### src/rtl/spi_adc_pkg.sv
// Shared types and defaults for the SPI ADC arbiter.
package spi_adc_pkg;

    // Arbiter FSM states
    typedef enum logic [2:0] {
        S_IDLE,
        S_START,
        S_WAIT_LOW,
        S_WAIT_HIGH,
        S_CAPTURE,
        S_DONE
    } state_e;

    // Default number of clk cycles allowed from the start pulse to cs_n falling
    localparam int unsigned TO_CYC_DEF = 64;

endpackage

### src/rtl/spi_adc_arbiter_if.sv
// Requester/ADC-side bus of the SPI ADC arbiter.
interface spi_adc_arbiter_if #(
    parameter int unsigned NREQ   = 4,
    parameter int unsigned DATA_W = 8
);
    localparam int unsigned IDW = $clog2(NREQ);

    logic [NREQ-1:0]   req;
    logic [NREQ-1:0]   grant;
    logic              busy;
    logic              done;
    logic [IDW-1:0]    done_id;
    logic [DATA_W-1:0] rdata;
    logic              err;
    logic              adc_n_start;
    logic              adc_cs_n;
    logic [DATA_W-1:0] adc_data;

    // Environment side: requesters and the SPI ADC master
    modport master (
        output req, adc_cs_n, adc_data,
        input  grant, busy, done, done_id, rdata, err, adc_n_start
    );

    // Arbiter side
    modport slave (
        input  req, adc_cs_n, adc_data,
        output grant, busy, done, done_id, rdata, err, adc_n_start
    );
endinterface

### src/rtl/spi_adc_arbiter_rr_pick.sv
// Round-robin picker: first set request at or above ptr, wrapping around.
module rr_pick #(
    parameter int unsigned NREQ = 4,
    localparam int unsigned IDW = $clog2(NREQ)
) (
    input  logic [NREQ-1:0] req_i,
    input  logic [IDW-1:0]  ptr_i,
    output logic [NREQ-1:0] grant_o,
    output logic [IDW-1:0]  idx_o
);

    // Scan NREQ positions starting at ptr; the first active one wins
    always_comb begin
        logic          found;
        int unsigned   pos;
        logic [IDW-1:0] p;
        grant_o = '0;
        idx_o   = '0;
        found   = 1'b0;
        pos     = 0;
        p       = '0;
        for (int unsigned i = 0; i < NREQ; i++) begin
            pos = (32'(ptr_i) + i) % NREQ;
            p   = IDW'(pos);
            if (!found && req_i[p]) begin
                found      = 1'b1;
                grant_o[p] = 1'b1;
                idx_o      = p;
            end
        end
    end

endmodule

### src/rtl/spi_adc_arbiter.sv
// Round-robin arbiter sharing one SPI ADC master among NREQ requesters.
module spi_adc_arbiter
    import spi_adc_pkg::*;
#(
    parameter int unsigned NREQ   = 4,
    parameter int unsigned DATA_W = 8,
    parameter int unsigned TO_CYC = TO_CYC_DEF
) (
    input  logic              clk,
    input  logic              rst,
    spi_adc_arbiter_if.slave  bus
);

    localparam int unsigned     IDW     = $clog2(NREQ);
    localparam int unsigned     CNTW    = $clog2(TO_CYC + 1);
    // Counter value in the last WAIT_LOW cycle before the timeout fires;
    // the counter is 0 in START and increments once per cycle after it.
    localparam logic [CNTW-1:0] TO_LAST = CNTW'(TO_CYC - 1);
    localparam logic [IDW-1:0]  ID_MAX  = IDW'(NREQ - 1);

    state_e            state_q, state_d;
    logic [NREQ-1:0]   grant_q, grant_d;
    logic [IDW-1:0]    ptr_q, ptr_d;
    logic [IDW-1:0]    idx_q, idx_d;
    logic [CNTW-1:0]   cnt_q, cnt_d;
    logic [DATA_W-1:0] rdata_q, rdata_d;
    logic              err_q, err_d;

    logic [NREQ-1:0]   pick_grant;
    logic [IDW-1:0]    pick_idx;

    rr_pick #(.NREQ(NREQ)) u_rr_pick (
        .req_i   (bus.req),
        .ptr_i   (ptr_q),
        .grant_o (pick_grant),
        .idx_o   (pick_idx)
    );

    // State and datapath registers
    always_ff @(posedge clk or posedge rst) begin
        if (rst) begin
            state_q <= S_IDLE;
            grant_q <= '0;
            ptr_q   <= '0;
            idx_q   <= '0;
            cnt_q   <= '0;
            rdata_q <= '0;
            err_q   <= 1'b0;
        end else begin
            state_q <= state_d;
            grant_q <= grant_d;
            ptr_q   <= ptr_d;
            idx_q   <= idx_d;
            cnt_q   <= cnt_d;
            rdata_q <= rdata_d;
            err_q   <= err_d;
        end
    end

    // Next-state and datapath update
    always_comb begin
        state_d = state_q;
        grant_d = grant_q;
        ptr_d   = ptr_q;
        idx_d   = idx_q;
        cnt_d   = cnt_q;
        rdata_d = rdata_q;
        err_d   = err_q;
        unique case (state_q)
            S_IDLE: begin
                if (|bus.req) begin
                    state_d = S_START;
                    grant_d = pick_grant;
                    idx_d   = pick_idx;
                    cnt_d   = '0;
                end
            end
            S_START: begin
                state_d = S_WAIT_LOW;
                cnt_d   = cnt_q + CNTW'(1);
            end
            S_WAIT_LOW: begin
                if (!bus.adc_cs_n) begin
                    state_d = S_WAIT_HIGH;
                end else if (cnt_q >= TO_LAST) begin
                    state_d = S_DONE;
                    grant_d = '0;
                    err_d   = 1'b1;
                end else begin
                    cnt_d = cnt_q + CNTW'(1);
                end
            end
            S_WAIT_HIGH: begin
                if (bus.adc_cs_n) begin
                    state_d = S_CAPTURE;
                end
            end
            S_CAPTURE: begin
                rdata_d = bus.adc_data;
                err_d   = 1'b0;
                grant_d = '0;
                state_d = S_DONE;
            end
            S_DONE: begin
                ptr_d   = (idx_q == ID_MAX) ? '0 : idx_q + IDW'(1);
                state_d = S_IDLE;
            end
            default: state_d = S_IDLE;
        endcase
    end

    assign bus.grant       = grant_q;
    assign bus.busy        = (state_q != S_IDLE);
    assign bus.done        = (state_q == S_DONE);
    assign bus.done_id     = idx_q;
    assign bus.rdata       = rdata_q;
    assign bus.err         = (state_q == S_DONE) && err_q;
    assign bus.adc_n_start = (state_q != S_START);

endmodule

### src/flat_wrapper.sv
// flat-port wrapper written by rule: the top's interface ports become plain ports
module spi_adc_arbiter_flat import spi_adc_pkg::*;
#(
    parameter int unsigned NREQ   = 4,
    parameter int unsigned DATA_W = 8,
    parameter int unsigned TO_CYC = TO_CYC_DEF
)
  (clk, rst, bus_req, bus_adc_cs_n, bus_adc_data, bus_grant, bus_busy, bus_done, bus_done_id, bus_rdata, bus_err, bus_adc_n_start);
  spi_adc_arbiter_if #(.NREQ(NREQ), .DATA_W(DATA_W)) bus_i ();
  input  logic clk;
  input  logic rst;
  input wire logic [$bits(bus_i.req)-1:0] bus_req;
  input wire logic [$bits(bus_i.adc_cs_n)-1:0] bus_adc_cs_n;
  input wire logic [$bits(bus_i.adc_data)-1:0] bus_adc_data;
  output wire logic [$bits(bus_i.grant)-1:0] bus_grant;
  output wire logic [$bits(bus_i.busy)-1:0] bus_busy;
  output wire logic [$bits(bus_i.done)-1:0] bus_done;
  output wire logic [$bits(bus_i.done_id)-1:0] bus_done_id;
  output wire logic [$bits(bus_i.rdata)-1:0] bus_rdata;
  output wire logic [$bits(bus_i.err)-1:0] bus_err;
  output wire logic [$bits(bus_i.adc_n_start)-1:0] bus_adc_n_start;
  assign bus_i.req = bus_req;
  assign bus_i.adc_cs_n = bus_adc_cs_n;
  assign bus_i.adc_data = bus_adc_data;
  assign bus_grant = bus_i.grant;
  assign bus_busy = bus_i.busy;
  assign bus_done = bus_i.done;
  assign bus_done_id = bus_i.done_id;
  assign bus_rdata = bus_i.rdata;
  assign bus_err = bus_i.err;
  assign bus_adc_n_start = bus_i.adc_n_start;
  spi_adc_arbiter #(.NREQ(NREQ), .DATA_W(DATA_W), .TO_CYC(TO_CYC)) u_core (.clk(clk), .rst(rst), .bus(bus_i));
endmodule
### config.mk
export PLATFORM = sky130hd
export DESIGN_NAME = spi_adc_arbiter_flat
export DESIGN_NICKNAME = d
export VERILOG_FILES = /design/src/rtl/spi_adc_pkg.sv /design/src/rtl/spi_adc_arbiter_if.sv /design/src/rtl/spi_adc_arbiter_rr_pick.sv /design/src/rtl/spi_adc_arbiter.sv /design/src/flat_wrapper.sv
export SDC_FILE = /design/constraint.sdc
export NUM_CORES = 1
export LEC_CHECK = 0
export CORE_MARGIN = 1.5
export CORE_UTILIZATION = 56
export DETAILED_ROUTE_END_ITERATION = 12
export PLACE_DENSITY = 0.86
export RECOVER_POWER = 50
export SETUP_SLACK_MARGIN = 0.2
export SYNTH_ARGS = -nofsm -noshare
export SYNTH_HDL_FRONTEND = slang
export SYNTH_HIERARCHICAL = 1
export SYNTH_SLANG_ARGS = --single-unit
### constraint.sdc
create_clock -name clk -period 3.83 [get_ports clk]
set_input_delay 0.766 -clock clk [delete_from_list [all_inputs] [get_ports clk]]
set_output_delay 0.766 -clock clk [all_outputs]
set_load 0.02 [all_outputs]
# After elaboration in Yosys (flattened, before gate mapping)
# Index checks and enable logic that the tools add are counted.
dict set report totals {
  reg_bits 27
  inputBits 15
  out_inout_bits 18
  elab_cells 103
}
dict set report op_classes {
  n_addsub 5
  order_cmp 9
  eq_ne 13
  n_mux 44
  bitwise 3
  reduce_logical 22
}
# cell count
set op_table {}
lappend op_table {{2-to-1 mux 4 bit} 7}
lappend op_table {{2-to-1 mux 7 bit} 3}
lappend op_table {{case mux 7 bit (3 select lines)} 1}
lappend op_table {{case mux 3 bit (5 select lines)} 1}
lappend op_table {{2-to-1 mux 1 bit} 13}
lappend op_table {{< comparator 2 x 3 -> 1 bit (second input constant)} 4}
lappend op_table {{2-to-1 mux 3 bit} 4}
lappend op_table {{bitwise OR 4 bit} 3}
lappend op_table {{case mux 4 bit (3 select lines)} 1}
lappend op_table {{2-to-1 mux 2 bit} 5}
lappend op_table {{nonzero test 3 bit} 3}
lappend op_table {{binary-select mux 1 bit (select 2 bit)} 4}
lappend op_table {{demux 1 bit (select 2 bit)} 4}
lappend op_table {{>= comparator 2 x 1 -> 1 bit (second input constant)} 4}
lappend op_table {{logical AND 1 bit} 8}
lappend op_table {{AND reduction 4 bit} 2}
lappend op_table {{adder 7 x 1 -> 7 bit (second input constant)} 1}
lappend op_table {{>= comparator 7 x 6 -> 1 bit (second input constant)} 1}
lappend op_table {{== test 3 x 2 -> 1 bit (second input constant)} 2}
lappend op_table {{== test 3 bit (second input constant)} 2}
lappend op_table {{!= test 2 bit (second input constant)} 3}
lappend op_table {{AND reduction 3 bit} 2}
lappend op_table {{adder 2 x 1 -> 2 bit (second input constant)} 2}
lappend op_table {{adder 2 bit (second input constant)} 2}
lappend op_table {{other kinds (11)} 14}

# Depth between registers and ports, before layout
# Gate-level depths: netlist (run 1).
dict set report logic_depth {
  depth_word 14
  mapped_depth 9
  ltp_nobuf 8
}

# By module
# Netlist (run 1), hierarchy kept.
# module n_inst cells_each area_per_inst_um2
set modules_own_cells {}
lappend modules_own_cells {spi_adc_arbiter 1 121 1331.3}
lappend modules_own_cells {rr_pick 1 48 439.2}

# Worst setup path after synthesis (run 1)
# OpenSTA, ideal clock, no wires.
dict set report synth_timing {
  kind {input-to-reg}
  from {input port bus_adc_cs_n}
  to {register u_core.cnt_q[6]}
  arrival_ns 2.119
  required_time_ns 3.726
  setup_slack_ns 1.608
  path_stages 6
  path_cell_list {nand2b_4 a221o_1 buf_6 or4_1 buf_2 o41ai_2}
}
dict set report synth_between {
  elab_chain_cells 2
}
# element line
set synth_rtl {}
lappend synth_rtl {{start: declaration} flat_wrapper.sv:13} ;# input wire logic [$bits(bus_i.adc_cs_n)-1:0] bus_adc_cs_n;
lappend synth_rtl {{!= test 2 bit (no source line)} --}
lappend synth_rtl {{AND reduction 4 bit (no source line)} --}
lappend synth_rtl {{end signal: assignment} spi_adc_arbiter.sv:54} ;# cnt_q <= cnt_d;
lappend synth_rtl {{end: declaration} spi_adc_arbiter.sv:25} ;# logic [CNTW-1:0] cnt_q, cnt_d;
# Every way passes these cells.
# A chain may end at the register's enable or synchronous reset.

# Final worst setup path (run 1)
dict set report layout_timing {
  from {register u_core.state_q[0]}
  to {output port bus_done}
}
dict set report layout_between {
  elab_chain_cells 1
}
# element line
set layout_rtl {}
lappend layout_rtl {{start: declaration} spi_adc_arbiter.sv:21} ;# state_e state_q, state_d;
lappend layout_rtl {{start signal: assignment} spi_adc_arbiter.sv:50} ;# state_q <= state_d;
lappend layout_rtl {{== test 3 bit} spi_adc_arbiter.sv:114} ;# assign bus.done = (state_q == S_DONE);
lappend layout_rtl {{end: declaration} flat_wrapper.sv:17} ;# output wire logic [$bits(bus_i.done)-1:0] bus_done;
# Every way passes these cells.

==> flow_summary.yaml, run 1 <==
timing:
  fin_skew_ns: 0.00377
  setup_tns_ns: 0
  rsz0062_at_grt: "false"
  worstMarginPinSlew_ns: 1.01
  report.final.slew_viol_count: 0
  slew_headroom: 0.325
  fin_crit_sh: 0.756
  setup_viol: 0
  layout_setup_ws_ns: 0.934
  post-route-min-period_ns: 2.90
  max_freq_mhz: 345
  hold_viol: 0
synth:
  syn_area_um2: 1770
  synth_nets: 191
  synth_area_per_cell_um2: 10.5
  async_flop_share: 1.00
  yosysUniqueCellTypes: 46
  syn_inst: 169
  yosysTopAreaCell: "dfrtp_1"
  synth_edf_count: 0
  synth_ff_type: "dfrtp_1"
  synth_seq_cells: 27
  synth_warnings: 6
  yosys.area.top_type_share: 0.382
  ys_seq_area_frac: 0.382
  synthTopCellsByArea: "dfrtp_1 38%, mux2_2 7.0%, mux4_2 5.1%"
global_route:
  grtUsageTotal: 0.235
  grt_pass1_vias: 1363
  antenna_found_initial: 0
  grt.overflow.total: 0
  grt_start_max_net_pins: 28
  grt_pass1_wl_um: 6330
cts:
  post_cts_resized: 0
  clkTransAtPathRegs_ns: 0.15
  post_cts_buffers: 0
  cts_hold_buf: 0
  clock_latency_ns: 0.34
  cts.path.max_buffers: 2
  cts_num_sinks: 27
  numCtsBuffers: 3
  cts_tree: "yes"
  cts-htree-levels: 1
  clockRootBuffer: "clkbuf_4"
worst_setup_path:
  worstSetupStartpoint: "u_core/state_q[0]"
  end_kind: "output port"
  cp.required_ns: 3.06
  criticalPathCategory: "reg -> out"
  cp_data_arrival_time_ns: 2.13
  r2r-start: "u_core/ptr_q[0]"
  rrSetupSlack_ns: 1.22
  start_kind: "register"
  max_stage_delay_ns: 0.60
  slowest_stage: "clkdlybuf4s50_1"
  path_cells: "nor2b_1 > nand2_1 > inv_1 > clkdlybuf4s50_1"
  endpoint: "bus_done"
  worstPathMaxFanout: 9
  rr_worst_depth: 8
  worstReg2RegEnd: "u_core/bus.grant[3]"
routing:
  wl_met3_um: 187
  drc: 0
  vias_per_cell: 6.09
  wl_met2_um: 1930
  highest_layer: "met4"
  drt_iter0_drc: 68
  wl_met1_um: 1620
  wl_um: 3780
  vias: 1467
  ant_nets: 0
  wire_per_inst_um: 15.7
  dr.pass1.iters: 4
floorplan:
  dieWidth_um: 59.2
  die_area_um2: 3510
  fp.dieH_um: 59.2
  coreArea_um2: 3030
  rows: 20
  start_util: 0.585
  pin_count: 33
status:
  outcome: "complete, no violations"
pwr:
  power.leakage_uw: 0.000857
  power_per_cell_area_nw_per_um2: 788
  vdd_drop_max_mv: 0.464
final_layout:
  stdcell_count: 241
  layout.cells.most_common: "clkdlybuf4s50_1"
  drive_gt1_frac: 0.132
  post-route-cell-area_um2: 2120
  area_growth_pct: 19.6
  finalCoreUtilization: 0.700
  num-nets-final: 220
  antenna_cells: 0
  final_cell_mix: "31 x clkdlybuf4s50_1, 27 x dfrtp_1, 19 x nand2_1"
run:
  cap_violations: 0
place:
  place_area_um2: 2090
  gp_congestion: 0.859
  dp_cells: 237
  dp_slack_ns: 0.822
  port_buffers: 32
  post-dp-hpwl_um: 2770
worst_hold_path:
  min_path_type: "reg -> reg"
  hold_depth: 1
layout make-up:
class / instances / area, um2
clock buffers: 3 / 22.5
clock inverters: 1 / 5.00
fillers: 233 / 910
inverters: 5 / 18.8
multi-input cells: 129 / 1020
flip-flops and latches: 27 / 676
well taps: 44 / 55.1
repair buffers: 32 / 320
synth_stat cells, drive strengths merged, types with 2 or more instances:
library cell	number
o31ai	11
o2bb2ai	5
inv	5
nor3	6
dfrtp	27
ha	7
nor2	5
nor4	2
and3	3
mux2	12
or4	2
mux4	4
nand2b	7
buf	5
nand3	4
a211oi	2
nand2	19
a221oi	5
clkbuf	3
o21ai	8
a311oi	2
nor2b	6
o22ai	4
sequential cells by signal, summed over array words and instances, names as in the netlist:
| name | flops |
|---|---|
| u_core/bus.rdata | 8 |
| u_core/cnt_q | 7 |
| u_core/bus.grant | 4 |
| u_core/state_q | 3 |
| u_core/bus.done_id | 2 |
| u_core/ptr_q | 2 |
| u_core/err_q | 1 |
worst min-delay path by stage:
stage                             from      endpoint  slack (ns)
after floorplan           u_core/err_q  u_core/err_q        0.46
final                     u_core/err_q  u_core/err_q        0.51
after global placement    u_core/err_q  u_core/err_q        0.47
after detailed placement  u_core/err_q  u_core/err_q        0.47
after global routing      u_core/err_q  u_core/err_q        0.53
after CTS                 u_core/err_q  u_core/err_q        0.51
through the flow:
step | power [uW] | hold WS (ns)
after detailed placement | 1540 | 0.475
after global placement | 1490 | 0.467
after global routing | 1800 | 0.533
final | 1670 | 0.507
after CTS | 1660 | 0.508
after floorplan | 1260 | 0.456
cells by family after synthesis:
kind of cell	after synthesis	synth area share
multiplexers	17	0.133
flip-flops	27	0.382
AO/OA/AOI/OAI	46	0.200
AND/OR/NAND/NOR	58	0.189
adder cells (fa/ha/maj)	7	0.0495
XOR/XNOR	1	0.00495
buffers and inverters	13	0.0417
power by group:
part | switching, uW | leakage [uW] | internal (uW)
Combinational | 530 | 0.000498 | 481
Clock | 89.7 | 0.0000177 | 39.4
Sequential | 137 | 0.000342 | 391
per-layer routing:
| layer | vias to the layer above | global-route usage |
|---|---|---|
| met4 | 0 | 0.0812 |
| met1 | 705 | 0.320 |
| li1 | 708 | - |
| met2 | 48 | 0.383 |
| met3 | 6 | 0.0328 |
| met5 | - | 0 |
worst max-delay path: cells and delay by family, from the launching register on:
family,cells,cell delay (ns)
AND/OR/NAND/NOR,2,0.54
buffers and inverters,2,0.70
flip-flops,1,0.55
No activity file was read; power rests on OpenSTA's default activity.
==> run 2, diff against run 1 <==
CORE_UTILIZATION = 47   (was 56)
PLACE_DENSITY = 0.77   (was 0.86)
clock period = 2.4 ns   (was 3.83 ns; I/O delays follow)
==> run 2 against run 1 <==
- first-iteration DRC count up 12%
- critical path depth down 1
- wire length up 13%
- register-to-register slack worse by 0.93 ns
- total power up 75%
- worst hold slack worse by 0.014 ns
- final cell count up 8.7%
- highest routed layer unchanged
==> flow_summary.yaml, run 2 (synthesis gave the netlist of run 1 again) <==
cts:
  cts.path.max_buffers: 2
  cts-htree-levels: 1
  cts_tree: "yes"
  clkTransAtPathRegs_ns: 0.09
  cts_num_sinks: 27
  clockRootBuffer: "clkbuf_8"
  cts_hold_buf: 0
  clock_latency_ns: 0.26
  numCtsBuffers: 3
final_layout:
  multiInputGateArea_um2: 1070
  num-nets-final: 237
  layout.cells.most_common: "dfrtp_1"
  antenna_cells: 0
  finalCoreUtilization: 0.637
  drive_gt1_frac: 0.210
  seqCellArea_um2: 676
  area_growth_pct: 30.7
  final_cell_mix: "27 x dfrtp_1, 25 x clkdlybuf4s50_1, 19 x nand2_1"
  largest_register_ffs: 8
  stdcell_count: 262
  fill_cells: 278
pwr:
  power.leakage_uw: 0.000992
  power_per_cell_area_nw_per_um2: 1260
  vdd_drop_max_mv: 0.635
worst_setup_path:
  max_stage_delay_ns: 0.53
  path_cells: "nor2b_2 > nand2b_1 > clkdlybuf4s50_1"
  end_kind: "output port"
  worstPathMaxFanout: 9
  start_kind: "register"
  critPathTopFamily: "flip-flops"
  cp_num_buf_inv: 1
  cp_data_arrival_time_ns: 1.67
  criticalPathCategory: "reg -> out"
  cp.required_ns: 1.92
  slowest_stage: "dfrtp_1"
routing:
  vias_per_cell: 6.15
  drc: 0
  dr.pass1.iters: 4
  vias: 1610
  wire_per_inst_um: 16.3
  drt_iter0_drc: 76
  wl_um: 4260
  ant_nets: 0
floorplan:
  coreArea_um2: 3630
  die_area_um2: 4140
  start_util: 0.487
  fp.dieH_um: 64.4
  rows: 22
  dieWidth_um: 64.4
  pin_count: 33
run:
  cap_violations: 0
timing:
  fin_crit_sh: 0.896
  worstMarginPinSlew_ns: 1.39
  rsz0062_at_grt: "false"
  slew_headroom: 0.0724
  hold_viol: 0
  setup_tns_ns: 0
  setup_viol: 0
  post-route-min-period_ns: 2.15
  layout_setup_ws_ns: 0.250
  report.final.slew_viol_count: 0
  max_freq_mhz: 465
  fin_skew_ns: 0.00251
place:
  port_buffers: 32
  dp_cells: 253
  dp_slack_ns: -0.123
  post-dp-hpwl_um: 2940
  gp_congestion: 0.738
global_route:
  grt_pass1_wl_um: 6660
  grtUsageTotal: 0.200
  antenna_found_initial: 0
  grt_start_max_net_pins: 28
  grt.overflow.total: 0
  grt_pass1_vias: 1487
status:
  outcome: "complete, no violations"
worst_hold_path:
  min_path_type: "reg -> reg"
## run 2: changes by cell type in the layout (fill, tap and decap cells not counted), sizes merged
cell           delta
mux4              +1
clkdlybuf4s50     -6
buf              +15
dlygate4sd2       +4
dlymetal6s2s      +3
dlygate4sd3       -1
clkbuf            +1
## run 2: final timing paths
path | startpoint | to | slack (ns) | cells past startpoint
min in group asynchronous | rst | u_core/cnt_q[4] | 0.98 | 3
max reg2reg | u_core/ptr_q[0] | u_core/bus.done_id[1] | 0.29 | 7
min reg2reg | u_core/err_q | u_core/err_q | 0.49 | 1
max in group asynchronous | rst | u_core/cnt_q[3] | 0.60 | 3
max | u_core/state_q[0] | bus_adc_n_start | 0.25 | 3
min | u_core/err_q | u_core/err_q | 0.49 | 1
## run 2: power by group
part	switching (uW)	total (uW)	internal (uW)
Sequential	169	795	627
Combinational	971	1880	912
Clock	134	250	116
## run 2: worst reg2reg max path, cell delays in order (launching register included)
cell and delay (ns):
dfrtp_1 0.39, buf_6 0.19, mux4_2 0.55, nor2b_4 0.17
buf_4 0.14, a221oi_2 0.23, o2bb2ai_1 0.08, mux2_2 0.25
## run 2: metal layers
layer,track usage,up-vias,routed length (um)
met5,0,-,0
met4,0.0665,0,45
met3,0.0282,6,344
met2,0.339,87,1980
met1,0.262,781,1890
li1,-,736,-
## run 2: layout make-up
class / instances / share of cell area
clock buffer: 3 / 0.0178
multi-input combinational: 130 / 0.463
tap: 48 / 0.0259
inverter: 5 / 0.00811
timing repair buffer: 48 / 0.191
clock inverter: 1 / 0.00216
sequential: 27 / 0.292
## run 2: through the flow
stage          instance area [um2]  hold slack, ns  power, uW
2_1_floorplan                 1770           0.456       2020
3_3_place_gp                  2190           0.467       2450
3_5_place_dp                  2190           0.476       2530
4_1_cts                       2240           0.498       2820
5_1_grt                       2310           0.529       3120
6_report                      2310           0.493       2930
## run 2: timing repair
item                                    4_1_cts  5_1_grt
endpoints found under the setup margin        9        6
pin swaps                                     0        3
gates cloned                                  0        1
setup buffers                                 1        3
gates resized for setup                       7        7
